**src/rtl/race_pkg.sv**
```systemverilog
// Shared types, default geometry and width helpers for the road/track datapath.
package race_pkg;

    typedef enum logic [1:0] {
        ST_HOLD   = 2'd0,
        ST_RUN    = 2'd1,
        ST_PAUSED = 2'd2,
        ST_DONE   = 2'd3
    } race_state_t;

    localparam int unsigned DEF_MAX_SPEED    = 8;
    localparam int unsigned DEF_ACCEL_FRAMES = 4;
    localparam int unsigned DEF_TRACK_LEN    = 4096;
    localparam int unsigned DEF_ROAD_H       = 480;

    // Bits needed to hold the values 0..n-1 (never less than one bit).
    function automatic int unsigned cnt_w(input int unsigned n);
        return (n <= 2) ? 1 : $clog2(n);
    endfunction

endpackage

```
**src/rtl/road_scroll_ctrl_frame_divider.sv**
```systemverilog
// Frame divider: counts RUN frame ticks 0..ACCEL_FRAMES-1 and flags the last one as a speed step.
module frame_divider
    import race_pkg::*;
#(
    parameter int unsigned ACCEL_FRAMES = DEF_ACCEL_FRAMES
) (
    input  logic clk,
    input  logic reset,
    input  logic clr,
    input  logic en,
    output logic step
);

    localparam int unsigned W_CNT = cnt_w(ACCEL_FRAMES);
    localparam logic [W_CNT-1:0] CNT_LAST = W_CNT'(ACCEL_FRAMES - 1);

    logic [W_CNT-1:0] r_cnt;

    // Step must act on the same tick that the counter sits at its last value.
    assign step = en && (r_cnt == CNT_LAST);

    always_ff @(posedge clk) begin
        if (reset || clr) begin
            r_cnt <= '0;
        end else if (en) begin
            r_cnt <= step ? '0 : r_cnt + W_CNT'(1);
        end
    end

endmodule

```
**src/rtl/road_scroll_ctrl.sv**
```systemverilog
// Per-frame speed, road scroll and distance sequencer for the race datapath.
// Optional ROAD_FRICTION_EN: coasting (no key held) bleeds one speed unit per step.
module road_scroll_ctrl
    import race_pkg::*;
#(
    parameter int unsigned MAX_SPEED    = DEF_MAX_SPEED,
    parameter int unsigned ACCEL_FRAMES = DEF_ACCEL_FRAMES,
    parameter int unsigned TRACK_LEN    = DEF_TRACK_LEN,
    parameter int unsigned ROAD_H       = DEF_ROAD_H
) (
    input  logic                                 clk,
    input  logic                                 reset,
    input  logic                                 frame_tick,
    input  logic                                 pause,
    input  logic                                 game_reset,
    input  logic                                 accel_key,
    input  logic                                 brake_key,
    output logic [cnt_w(MAX_SPEED + 1)-1:0]      speed,
    output logic [cnt_w(ROAD_H)-1:0]             scroll_y,
    output logic [cnt_w(TRACK_LEN + 1)-1:0]      distance,
    output logic                                 finish_zone,
    output logic                                 race_done,
    output logic                                 moving
);

    localparam int unsigned W_SPD  = cnt_w(MAX_SPEED + 1);
    localparam int unsigned W_SCR  = cnt_w(ROAD_H);
    localparam int unsigned W_SCR1 = W_SCR + 1;
    localparam int unsigned W_DST  = cnt_w(TRACK_LEN + 1);
    localparam int unsigned W_DST1 = W_DST + 1;

    race_state_t      r_state;
    logic [W_SPD-1:0] r_speed;
    logic [W_SCR-1:0] r_scroll;
    logic [W_DST-1:0] r_dist;

    logic              w_run_tick;
    logic              w_div_clr;
    logic              w_step;
    logic [W_SPD-1:0]  w_spd_next;
    logic [W_SCR1-1:0] w_scr_sum;
    logic [W_SCR-1:0]  w_scr_next;
    logic [W_DST1-1:0] w_dst_sum;
    logic [W_DST-1:0]  w_dst_next;
    logic              w_hit;

    // Only a tick that survives game_reset/pause in RUN advances the divider.
    assign w_run_tick = (r_state == ST_RUN) && frame_tick && !pause && !game_reset;
    assign w_div_clr  = game_reset || (r_state == ST_HOLD);

    frame_divider #(
        .ACCEL_FRAMES (ACCEL_FRAMES)
    ) u_frame_divider (
        .clk   (clk),
        .reset (reset),
        .clr   (w_div_clr),
        .en    (w_run_tick),
        .step  (w_step)
    );

    // Next speed (brake > accel > coast) and next position from the pre-update speed.
    always_comb begin
        w_spd_next = r_speed;
        if (brake_key) begin
            if (r_speed != '0) w_spd_next = r_speed - W_SPD'(1);
        end else if (accel_key) begin
            if (w_step && (r_speed < W_SPD'(MAX_SPEED))) w_spd_next = r_speed + W_SPD'(1);
        end else begin
`ifdef ROAD_FRICTION_EN
            if (w_step && (r_speed != '0)) w_spd_next = r_speed - W_SPD'(1);
`else
            w_spd_next = r_speed;
`endif
        end

        w_scr_sum  = {1'b0, r_scroll} + W_SCR1'(r_speed);
        w_scr_next = (w_scr_sum >= W_SCR1'(ROAD_H)) ? W_SCR'(w_scr_sum - W_SCR1'(ROAD_H))
                                                    : W_SCR'(w_scr_sum);

        w_dst_sum  = {1'b0, r_dist} + W_DST1'(r_speed);
        w_hit      = (w_dst_sum >= W_DST1'(TRACK_LEN));
        w_dst_next = w_hit ? W_DST'(TRACK_LEN) : W_DST'(w_dst_sum);
    end

    always_ff @(posedge clk) begin
        if (reset || game_reset) begin
            r_state  <= ST_HOLD;
            r_speed  <= '0;
            r_scroll <= '0;
            r_dist   <= '0;
        end else if (pause) begin
            if (r_state == ST_RUN) r_state <= ST_PAUSED;
        end else begin
            case (r_state)
                ST_HOLD: begin
                    if (frame_tick) r_state <= ST_RUN;
                end
                ST_RUN: begin
                    if (frame_tick) begin
                        r_scroll <= w_scr_next;
                        r_dist   <= w_dst_next;
                        if (w_hit) begin
                            r_speed <= '0;
                            r_state <= ST_DONE;
                        end else begin
                            r_speed <= w_spd_next;
                        end
                    end
                end
                ST_PAUSED: r_state <= ST_RUN;
                ST_DONE:   r_state <= ST_DONE;
                default:   r_state <= ST_HOLD;
            endcase
        end
    end

    assign speed       = r_speed;
    assign scroll_y    = r_scroll;
    assign distance    = r_dist;
    assign finish_zone = (r_dist >= W_DST'(TRACK_LEN - ROAD_H));
    assign race_done   = (r_state == ST_DONE);
    assign moving      = (r_state == ST_RUN) && (r_speed != '0);

endmodule

```
**config.mk**
```make
export PLATFORM = sky130hd
export DESIGN_NAME = road_scroll_ctrl
export DESIGN_NICKNAME = d
export VERILOG_FILES = /design/src/rtl/race_pkg.sv /design/src/rtl/road_scroll_ctrl_frame_divider.sv /design/src/rtl/road_scroll_ctrl.sv
export SDC_FILE = /design/constraint.sdc
export NUM_CORES = 1
export LEC_CHECK = 0
export CAP_MARGIN = 20
export CORE_MARGIN = 2
export CORE_UTILIZATION = 57
export CTS_CLUSTER_SIZE = 40
export DETAILED_ROUTE_END_ITERATION = 8
export PLACE_DENSITY = 0.85
export SYNTH_ARGS = -nofsm -noshare
export SYNTH_HDL_FRONTEND = slang
export SYNTH_SLANG_ARGS = --single-unit
```
**constraint.sdc**
```tcl
create_clock -name clk -period 5.9 [get_ports clk]
set_input_delay 0.885 -clock clk [delete_from_list [all_inputs] [get_ports clk]]
set_output_delay 0.885 -clock clk [all_outputs]
set_load 0.1 [all_outputs]
```
After elaboration in Yosys (flattened, before gate mapping) --
Index checks and enable logic that the tools add are counted.
Word-level totals: bits in registers 30, bits in latches 0, bits in writable memories 0, memory bits (read-only) 0, input bits 7, output and inout bits 29, word-level logic and storage cells 57, memories 0
Cells by class: $add $sub $neg 6, multiply operators 0, divide/modulo/power cells 0, $lt $le $gt $ge 4, equality and inequality tests 9, shift operators 0, muxes and demuxes 14, bitwise gates (word level) 1, reductions and logical operators 18
Operators by type and width (count):
- 2-to-1 mux 4 bit | 5
- adder 13 x 4 -> 14 bit | 1
- >= comparator 14 x 13 -> 1 bit, second input constant | 1
- >= comparator 13 x 12 -> 1 bit, second input constant | 1
- 2-to-1 mux 13 bit | 1
- 2-to-1 mux 2 bit | 6
- adder 9 x 4 -> 10 bit | 1
- >= comparator 10 x 9 -> 1 bit, second input constant | 1
- 2-to-1 mux 9 bit | 1
- != test 3 bit, second input constant | 3
- subtractor 9 bit, second input constant | 1
- case mux 2 bit (4 select lines) | 1
- == test 2 bit, second input constant | 3
- logical AND 1 bit | 6
- AND reduction 6 bit | 1
- nonzero test 3 bit | 2
- adder 4 x 1 -> 4 bit, second input constant | 1
- less-than comparator 4 bit, second input constant | 1
- AND reduction 4 bit | 1
- nonzero test 4 bit | 1
- subtractor 4 x 1 -> 4 bit, second input constant | 1
- logical OR 1 bit | 3
- != test 3 x 1 -> 1 bit, second input constant | 1
- AND reduction 3 bit | 1
- 6 further kinds | 7

Depth between registers and ports, before layout --
Gate-level depths: netlist (run 1).
depth in word-level cells 10, gate-level depth with buffers 11, gate-level depth less buffers 11

Hierarchy --
Synthesis (run 1) repeated with hierarchy kept, for this count alone.
Unflattened totals: cells, all modules 236, area, all modules 1936.9 um^2
By module, submodules not included:
- road_scroll_ctrl | times used 1, cells an instance 227, area each 1835.5 um^2, seq. area each 560.5 um^2
- frame_divider | times used 1, cells an instance 9, area each 101.3 um^2, seq. area each 40.0 um^2

Least setup slack after synthesis (run 1) --
No wires, ideal clock.
path kind register -> output, from register r_dist[5], in the netlist distance[5], to output finish_zone, arrival time 2.757 ns, required time 5.015 ns, path slack 2.258 ns, cell stages (with the launch flop) 4, buffers on the path 1, path through dfxtp_1 > buf_2 > nor4_1 > o21bai_1
On the way: word-level cells in the longest chain between the ends 1
Ends and longest elaborated chain:
- from (decl) | RTL line road_scroll_ctrl.sv:35 | logic [W_DST-1:0] r_dist;
- from (signal assigned) | RTL line road_scroll_ctrl.sv:101 | r_dist <= w_dst_next;
- >= comparator 13 x 12 -> 1 bit | RTL line road_scroll_ctrl.sv:120 | assign finish_zone = (r_dist >= W_DST'(TRACK_LEN - ROAD_H));
- to (decl) | RTL line road_scroll_ctrl.sv:21 | output logic finish_zone,
No other way between the ends.

Worst setup path after layout (run 1) --
from register r_speed[3], in the netlist speed[3], to output moving
On the way: word-level cells in the longest chain between the ends 2
Ends and longest elaborated chain:
- from (decl) | RTL line road_scroll_ctrl.sv:33 | logic [W_SPD-1:0] r_speed;
- from (signal assigned) | RTL line road_scroll_ctrl.sv:106 | r_speed <= w_spd_next;
- nonzero test 4 bit | RTL line road_scroll_ctrl.sv:122 | assign moving = (r_state == ST_RUN) && (r_speed != '0);
- logical AND 1 bit | RTL line road_scroll_ctrl.sv:122
- to (decl) | RTL line road_scroll_ctrl.sv:23 | output logic moving
No other way between the ends.

==> qor.txt, run 1 <==
Min Tclk post-route: 3.40 ns
Chip width: 64.2 um
Cell row count: 21
Register-to-Register Path Depth: 10
Number of global-route vias before repair: 1789
Root Driver: clkbuf_4
Non-Filler Instances: 326
Iteration-0 DRC Markers: 140
GPL Wtd Cong: 0.940
Slew HR: 33.4%
Cell at the slowest stage of the critical path: clkdlybuf4s50_1
Fin. max-slew vios: 0
TritonCTS buffer count: 5
CTS Sinks: 30
Final Hold Fails: 0
Pwr Total: 351 uW
Placed Cells: 318
ANT nets after route: 0
Initial antenna violation count: 0
Synth Area in Compound Gates: 24.9%
Clk_skew: 0.00195 ns
Worst path max stage delay: 0.96 ns
Synth warn: 0
Core Box Area: 3420 um^2
Worst hold slack: 0.484 ns
Status: complete, no violations
Placement Cell Area: 2410 um^2
Setup total negative slack: 0 ns
Area contributors post-synth: dfxtp_1 (29%), ha_1 (7.3%), a21oi_1 (5.6%), nand3_1 (3.9%), nand2_1 (3.8%)
WHS Path Cells: 2
Ys flop type: dfxtp_1
Total number of vias: 1980
DIE AREA: 4120 um^2
Simple-Gate Fraction of Synth Area: 25.1%
Post-CTS Resized: 0
Critical path launch point type: flip-flop
CTS tree: yes
Initial Util: 60.4%
Worst-skew pair later-pin latency: 0.34 ns
Grt ovf: 0
Postcts setup bufs: 0
CTS Buffer Depth: 2
Worst R2R Start: speed[0]
Post-CTS Hold Fix Bufs: 0
Final setup vio count: 0
Post-synth top area cell: dfxtp_1
Pre-antenna DRT Iters: 4
Gr usage total: 25.2%
Synthesized area: 2060 um^2
Hold WC Path Type: flip-flop to flip-flop
Top-count cell post-synth: dfxtp_1
Fin crit share: 57.6%
Post-Synth XOR/XNOR Area: 4.24%
Proportion of layout cells with a drive suffix above 1: 8.93%
Met3 Use GR: 4.93%
Cells after Synth: 249
CTS H-tree depth: 2
DIE HEIGHT: 64.2 um
Antenna diodes: 0
Worst slew pin tran: 0.996 ns
Routed vias/inst: 6.07
Crit Path Category: flip-flop to output pin
Number of port buffers: 35
Synth-to-Final Area Change: 19.6%
Nets: 301
Final WL: 4920 um
Largest family of logic cells by synthesized area: simple AND/OR/NAND/NOR gates
RSZ-0062 raised after global routing: no
Peak supply drop: 0.110 mV
Post-synthesis register bit count: 30
Gr busiest metal: met2
Hold Crit Start: distance[0]
First-pass GRT wire length: 8160 um
Num ports: 36
CTS clk-pin slew, worst paths: 0.09 ns
Wirelength per Cell: 15.1 um
Crit. End Element: output pin
CP max FO: 7
Top cells by count, synth: dfxtp_1 (30), a21oi_1 (23), nand2_1 (21)
Fmax: 294 MHz
Largest net degree at the start of global routing: 31
Met2 Use GR: 41.3%
Req. time, crit path: 5.02 ns
Yosys cell types: 59
Post-DP HPWL: 3360 um
EDFF count, synth: 0
Setup crit start: speed[3]
Final Cell Area: 2470 um^2
Crit path DAT: 2.51 ns
Ys async rst share: 0%
Post-synthesis mux area share: 2.00%
DRC viols: 0
Pwr dens: 142 nW/um^2
CP Cell Sequence: or4_1, and3_1, clkdlybuf4s50_1
GR Layer Usage met1: 33.2%
Synth Area in Adders: 10.2%
Synth Net Count: 271
LEAKAGE: 0.892 nW
Area share of the largest cell type after synthesis: 29.1%
Mean Syn Cell Area: 8.29 um^2
Sequential fraction of the synthesis area: 29.1%
Max cap viols: 0
path summary, 6_finish.rpt:
path / to / slack (ns)
worst max register to register: scroll_y[6] / 2.92
worst min register to register: distance[0] / 0.48
worst min-delay path: distance[0] / 0.48
worst max-delay path: moving / 2.50
cells by family after synthesis:
kind of cell	Yosys count
buffers and inverters	20
AO/OA/AOI/OAI	76
multiplexers	4
flip-flops	30
XOR/XNOR	10
AND/OR/NAND/NOR	94
adder cells (fa/ha/maj)	15
state kept, by name, summed over array words and instances (netlist names):
name                   count
distance                  13
r_state                    2
scroll_y                   9
speed                      4
u_frame_divider.r_cnt      2
power breakdown:
part           switching [mW]  internal (mW)  leakage [nW]
registers            0.000256          0.202         0.242
clock network          0.0753         0.0576        0.0353
logic                 0.00921        0.00591         0.615
total                  0.0847          0.266         0.892
critical path: cells and delay by family, from the launching register on:
kind / cells / cell delay [ns]
buffers and inverters: 1 / 0.96
AND/OR/NAND/NOR: 2 / 0.82
flip-flops: 1 / 0.39
per-stage QoR:
step	util [%]	worst slack (ns)
floorplan	-	2.26
global placement	70.5	2.91
detailed placement	70.5	2.89
CTS	72.3	2.51
global route	72.3	2.46
finish	72.3	2.50
final cells by class:
type | instances | area, um^2
clock buffers | 7 | 55.1
clock inverters | 1 | 5.00
fillers | 279 | 946
inverters | 8 | 30.0
multi-input cells | 199 | 1370
flip-flops and latches | 30 | 601
well taps | 46 | 57.6
repair buffers | 35 | 350
layer usage:
layer | vias up | part of all wire [%]
met1 | 926 | 47
met3 | 6 | 7.1
met2 | 65 | 45
met5 | - | 0
met4 | 0 | 1.0
li1 | 983 | -
cells in the final DEF, fill, tap and decap left out, types with 3 or more instances in the layout:
cell	netlist	routed
clkdlybuf4s50_1	0	35
dfxtp_1	30	30
a21oi_1	23	23
nand2_1	21	21
nor2_1	18	18
nand3_1	16	16
ha_1	12	12
o21ai_0	11	11
inv_1	7	7
a211oi_1	6	6
xor2_1	5	5
xnor2_1	5	5
nor3_1	5	5
o211ai_1	5	5
nor2b_1	5	5
clkbuf_4	0	5
and3_1	4	4
nor4_1	4	4
a21o_1	4	4
o21bai_1	3	3
or2_2	3	3
a31oi_1	3	3
mux2i_1	3	3
fa_1	3	3
Note: power is estimated with default switching activity, not from simulation.
==> run 2, diff against run 1 <==
Settings changed: CORE_UTILIZATION 57 to 48, PLACE_DENSITY 0.85 to 0.77.
Clock period 5.9 ns to 2.86 ns, I/O delays scaled along.
==> qor.txt, run 2 (synthesized netlist as in run 1, its figures left out) <==
Final worst setup slack: 0.230 ns
Clock Power Share: 45.0%
Largest net degree at the start of global routing: 31
Root Driver: clkbuf_8
Critical path launch point type: flip-flop
Max cap viols: 0
Final setup vio count: 0
Initial Util: 50.9%
Switching part of the total power: 23.6%
Grt ovf: 0
Iteration-0 DRC Markers: 145
Crit path DAT: 2.88 ns
Clk_skew: 0.00708 ns
Max FFs per register: 13
Register Area: 611 um^2
Reg2reg end: scroll_y[7]
Gr busiest metal: met2
Pre-antenna DRT Iters: 4
Hold WC Path Type: flip-flop to flip-flop
CTS Buffer Depth: 2
Commonest non-fill, non-tap cell in the layout: buf_4
Worst hold slack: 0.480 ns
DRC viols: 0
RSZ-0062 raised after global routing: no
Wirelength per Cell: 14.9 um
First-pass GRT wire length: 8540 um
Status: complete, no violations
TritonCTS buffer count: 5
Commonest cells after routing, fill and taps aside: buf_4 (35), dfxtp_1 (26), a21oi_1 (23), nand2_1 (21), nor2_1 (18)
Chip width: 69.6 um
Number of global-route vias before repair: 1797
ANT nets after route: 0
Met3 Use GR: 5.52%
Nets: 307
Worst-skew pair later-pin latency: 0.29 ns
CTS H-tree depth: 2
Initial antenna violation count: 0
Total number of vias: 2000
Fin crit share: 92.0%
Internal power: 623 uW
Antenna diodes: 0
GPL Wtd Cong: 0.797
Crit path to: scroll_y[7]
Placement Cell Area: 2400 um^2
DIE AREA: 4840 um^2
Met2 Use GR: 33.2%
LEAKAGE: 1.00 nW
Fillcell total: 396
Min Tclk post-route: 2.63 ns
CTS Sinks: 30
Final Hold Fails: 0
Final WL: 5020 um
Cell row count: 23
Post-DP HPWL: 3580 um
P_sw: 192 uW
Worst R2R Start: speed[0]
Proportion of layout cells with a drive suffix above 1: 22.7%
Post-CTS Resized: 0
CP max FO: 8
Fin. max-slew vios: 0
Slew HR: 65.5%
Area of the multi-input gates: 1380 um^2
Crit. End Element: flip-flop
CTS clk-pin slew, worst paths: 0.07 ns
Pwr dens: 327 nW/um^2
Worst slew pin tran: 0.517 ns
Req. time, crit path: 3.11 ns
Routed vias/inst: 5.95
Postcts setup bufs: 0
Core Box Area: 4060 um^2
Hold Crit Start: scroll_y[3]
Logic gate share of total power: 3.9%
Gr usage total: 21.6%
Final Cell Area: 2490 um^2
Crit Path Category: flip-flop to flip-flop
DIE HEIGHT: 69.6 um
Sequential power share: 51.1%
Register-to-Register Path Depth: 11
Peak supply drop: 0.259 mV
Num ports: 36
GR Layer Usage met1: 29.3%
Setup crit start: speed[0]
Number of port buffers: 35
Synth-to-Final Area Change: 20.7%
R2R Setup Slk: 0.23 ns
Setup total negative slack: 0 ns
CTS tree: yes
Pre-CTS worst setup slack: 0.241 ns
Post-CTS Hold Fix Bufs: 0
Fmax: 380 MHz
==> run 2: cell count changes in the layout (fill, tap and decap cells not counted) <==
cell / before / now
clkbuf_4: 5 / 0
dfxtp_4: 0 / 2
buf_4: 0 / 35
o21bai_1: 3 / 2
clkbuf_8: 1 / 6
dfxtp_2: 0 / 2
dfxtp_1: 30 / 26
clkdlybuf4s50_1: 35 / 6
o21bai_2: 0 / 1
==> run 2: layout make-up <==
class / instances / share of cell area [%]
Clock buffer: 7 / 3.46
Sequential cell: 30 / 24.5
Clock inverter: 1 / 0.201
Tap cell: 50 / 2.51
Inverter: 8 / 1.20
Timing Repair Buffer: 41 / 13.0
Multi-Input combinational cell: 199 / 55.2
==> run 2: through the flow <==
stage / utilization [%] / power [mW] / instances
floorplan: - / 0.441 / 249
finish: 61.4 / 0.815 / 336
detailed placement: 59.2 / 0.458 / 328
CTS: 61.4 / 0.821 / 336
global placement: 59.2 / 0.458 / 328
global route: 61.4 / 0.844 / 336
==> run 2: layer usage <==
layer	up-vias	share of wire, %
li1	1002	-
met1	948	48
met2	41	46
met3	9	4.5
met4	0	1.7
met5	-	0
==> run 2: critical path: stages, from the launching register on <==
cell and delay, ns:
dfxtp_4 0.40, ha_1 0.20, inv_1 0.06, fa_1 0.39, nand2b_1 0.18, a211oi_1 0.30, xor2_1 0.24, ha_1 0.23
a21oi_1 0.08, mux2_2 0.27, a21oi_1 0.14, a31o_2 0.11
==> run 2: worst min path at each step <==
stage / to / slack (ns) / depth (start not counted)
final: scroll_y[3] / 0.48 / 2
after CTS: u_frame_divider.r_cnt[1] / 0.48 / 2
after global placement: scroll_y[3] / 0.46 / 2
after global routing: scroll_y[3] / 0.51 / 2
after detailed placement: u_frame_divider.r_cnt[1] / 0.47 / 2
after floorplan: u_frame_divider.r_cnt[1] / 0.46 / 2
==> run 2: power by group through the flow <==
| stage | combinational (mW) | clock [mW] | sequential (mW) |
|---|---|---|---|
| finish | 0.0318 | 0.367 | 0.417 |
| global route | 0.0350 | 0.392 | 0.416 |
| CTS | 0.0319 | 0.372 | 0.417 |
| detailed placement | 0.0318 | 0 | 0.426 |
| global placement | 0.0317 | 0 | 0.426 |
| floorplan | 0.0151 | 0 | 0.426 |
==> run 3, diff against run 2 <==
Settings changed: RECOVER_POWER from default to 50.
==> qor.txt, run 3 (synthesized netlist as in run 1, its figures left out) <==
Routed vias/inst: 5.96
Total number of vias: 2004
Setup crit start: speed[0]
Fmax: 381 MHz
Final Cell Area: 2390 um^2
Core Box Area: 4060 um^2
WHS Path Cells: 2
Hold Path Sink: scroll_y[3]
Pre-antenna DRT Iters: 4
Post-CTS Resized: 0
Max FFs per register: 13
Iteration-0 DRC Markers: 144
CTS clk-pin slew, worst paths: 0.07 ns
Chip width: 69.6 um
Clk_skew: 0.00750 ns
Reg2reg end: scroll_y[7]
Nets: 307
Number of port buffers: 35
Crit. End Element: flip-flop
Worst-skew pair later-pin latency: 0.30 ns
Cell row count: 23
Placement Cell Area: 2400 um^2
Commonest non-fill, non-tap cell in the layout: clkbuf_1
Violated checks: capacitance limit, slew limit
Register-to-Register Path Depth: 11
Slew HR: -1.11%
ANT nets after route: 0
CP max FO: 8
R2R Setup Slk: 0.23 ns
CTS Buffer Depth: 2
Status: finished, violations left
Post-CTS Hold Fix Bufs: 0
Proportion of layout cells with a drive suffix above 1: 12.9%
Min Tclk post-route: 2.63 ns
First-pass GRT wire length: 8540 um
Final WL: 5030 um
Antenna diodes: 0
Fillcell total: 425
Fin. max-slew vios: 24
Wirelength per Cell: 15.0 um
Postcts setup bufs: 0
Largest net degree at the start of global routing: 31
Fin crit share: 91.9%
Grt ovf: 0
LEAKAGE: 0.884 nW
DIE AREA: 4840 um^2
Synth-to-Final Area Change: 15.8%
Post-DP HPWL: 3580 um
Commonest cells after routing, fill and taps aside: clkbuf_1 (28), dfxtp_1 (26), a21oi_1 (23), nand2_1 (21), nor2_1 (18)
Gr usage total: 21.6%
Hold Crit Start: scroll_y[3]
Crit Path Category: flip-flop to flip-flop
Worst slew pin tran: 1.52 ns
DRC viols: 0
Initial Util: 50.9%
Worst R2R Start: speed[0]
Initial antenna violation count: 0
CTS tree: yes
Root Driver: clkbuf_8
Num ports: 36
DIE HEIGHT: 69.6 um
CTS Sinks: 30
GPL Wtd Cong: 0.797
Setup total negative slack: 0 ns
CTS H-tree depth: 2
Critical path launch point type: flip-flop
Req. time, crit path: 3.11 ns
TritonCTS buffer count: 5
Hold WC Path Type: flip-flop to flip-flop
Final Hold Fails: 0
RSZ-0062 raised after global routing: no
Max cap viols: 1
Number of global-route vias before repair: 1797
Pwr dens: 341 nW/um^2
Crit path DAT: 2.87 ns
Peak supply drop: 0.259 mV
Final setup vio count: 0
## run 3: cell types whose count changed in the layout (fill, tap and decap cells not counted)
cell / change
buf_4: -27
clkbuf_1: +27
clkdlybuf4s50_1: -1
dlygate4sd3_1: +1
or2_0: +1
or2_2: -1
## run 3: per-stage QoR
| step | worst slack, ns | total power [mW] | util, % | cells | hold WS, ns |
|---|---|---|---|---|---|
| 3_5_place_dp | 0.241 | 0.458 | 59.2 | 328 | 0.472 |
| 5_1_grt | 0.0404 | 0.843 | 58.9 | 336 | 0.513 |
| 6_report | 0.232 | 0.816 | 58.9 | 336 | 0.481 |
| 2_1_floorplan | 0.00174 | 0.441 | - | 249 | 0.457 |
| 4_1_cts | 0.230 | 0.821 | 61.4 | 336 | 0.483 |
| 3_3_place_gp | 0.352 | 0.458 | 59.2 | 328 | 0.460 |
## run 3: report_power, final
group,total (mW),switching (mW),internal [mW]
logic,0.0311,0.0187,0.0124
clock network,0.368,0.174,0.194
registers,0.417,0.000571,0.416
## run 3: worst max path at each step
stage                  end  slack (ns)
6_report       scroll_y[7]        0.23
4_1_cts        scroll_y[7]        0.23
3_5_place_dp   scroll_y[6]        0.24
5_1_grt        scroll_y[7]        0.04
2_1_floorplan  scroll_y[7]       0.002
3_3_place_gp   scroll_y[7]        0.35
## run 3: worst max-delay path: stages, from the launching register on
cell	delay, ns
dfxtp_4	0.40
ha_1	0.20
inv_1	0.06
fa_1	0.39
nand2b_1	0.18
a211oi_1	0.30
xor2_1	0.24
ha_1	0.23
a21oi_1	0.08
mux2_2	0.27
a21oi_1	0.14
a31o_2	0.11
## run 3: layout make-up
class / instances / area, um^2 / share of cell area (%)
Timing Repair Buffer: 41 / 221 / 9.26
Clock buffer: 7 / 86.3 / 3.61
Clock inverter: 1 / 5.00 / 0.209
Multi-Input combinational cell: 199 / 1380 / 57.5
Inverter: 8 / 30.0 / 1.26
Sequential cell: 30 / 611 / 25.5
Tap cell: 50 / 62.6 / 2.62
## run 3: per-layer routing
layer | vias to the layer above | GRT usage (%) | routed length, um
met2 | 51 | 33.2 | 2280
met5 | - | 0 | 0
met1 | 944 | 29.3 | 2400
met3 | 9 | 5.52 | 264
met4 | 0 | 7.84 | 85
li1 | 1000 | - | -
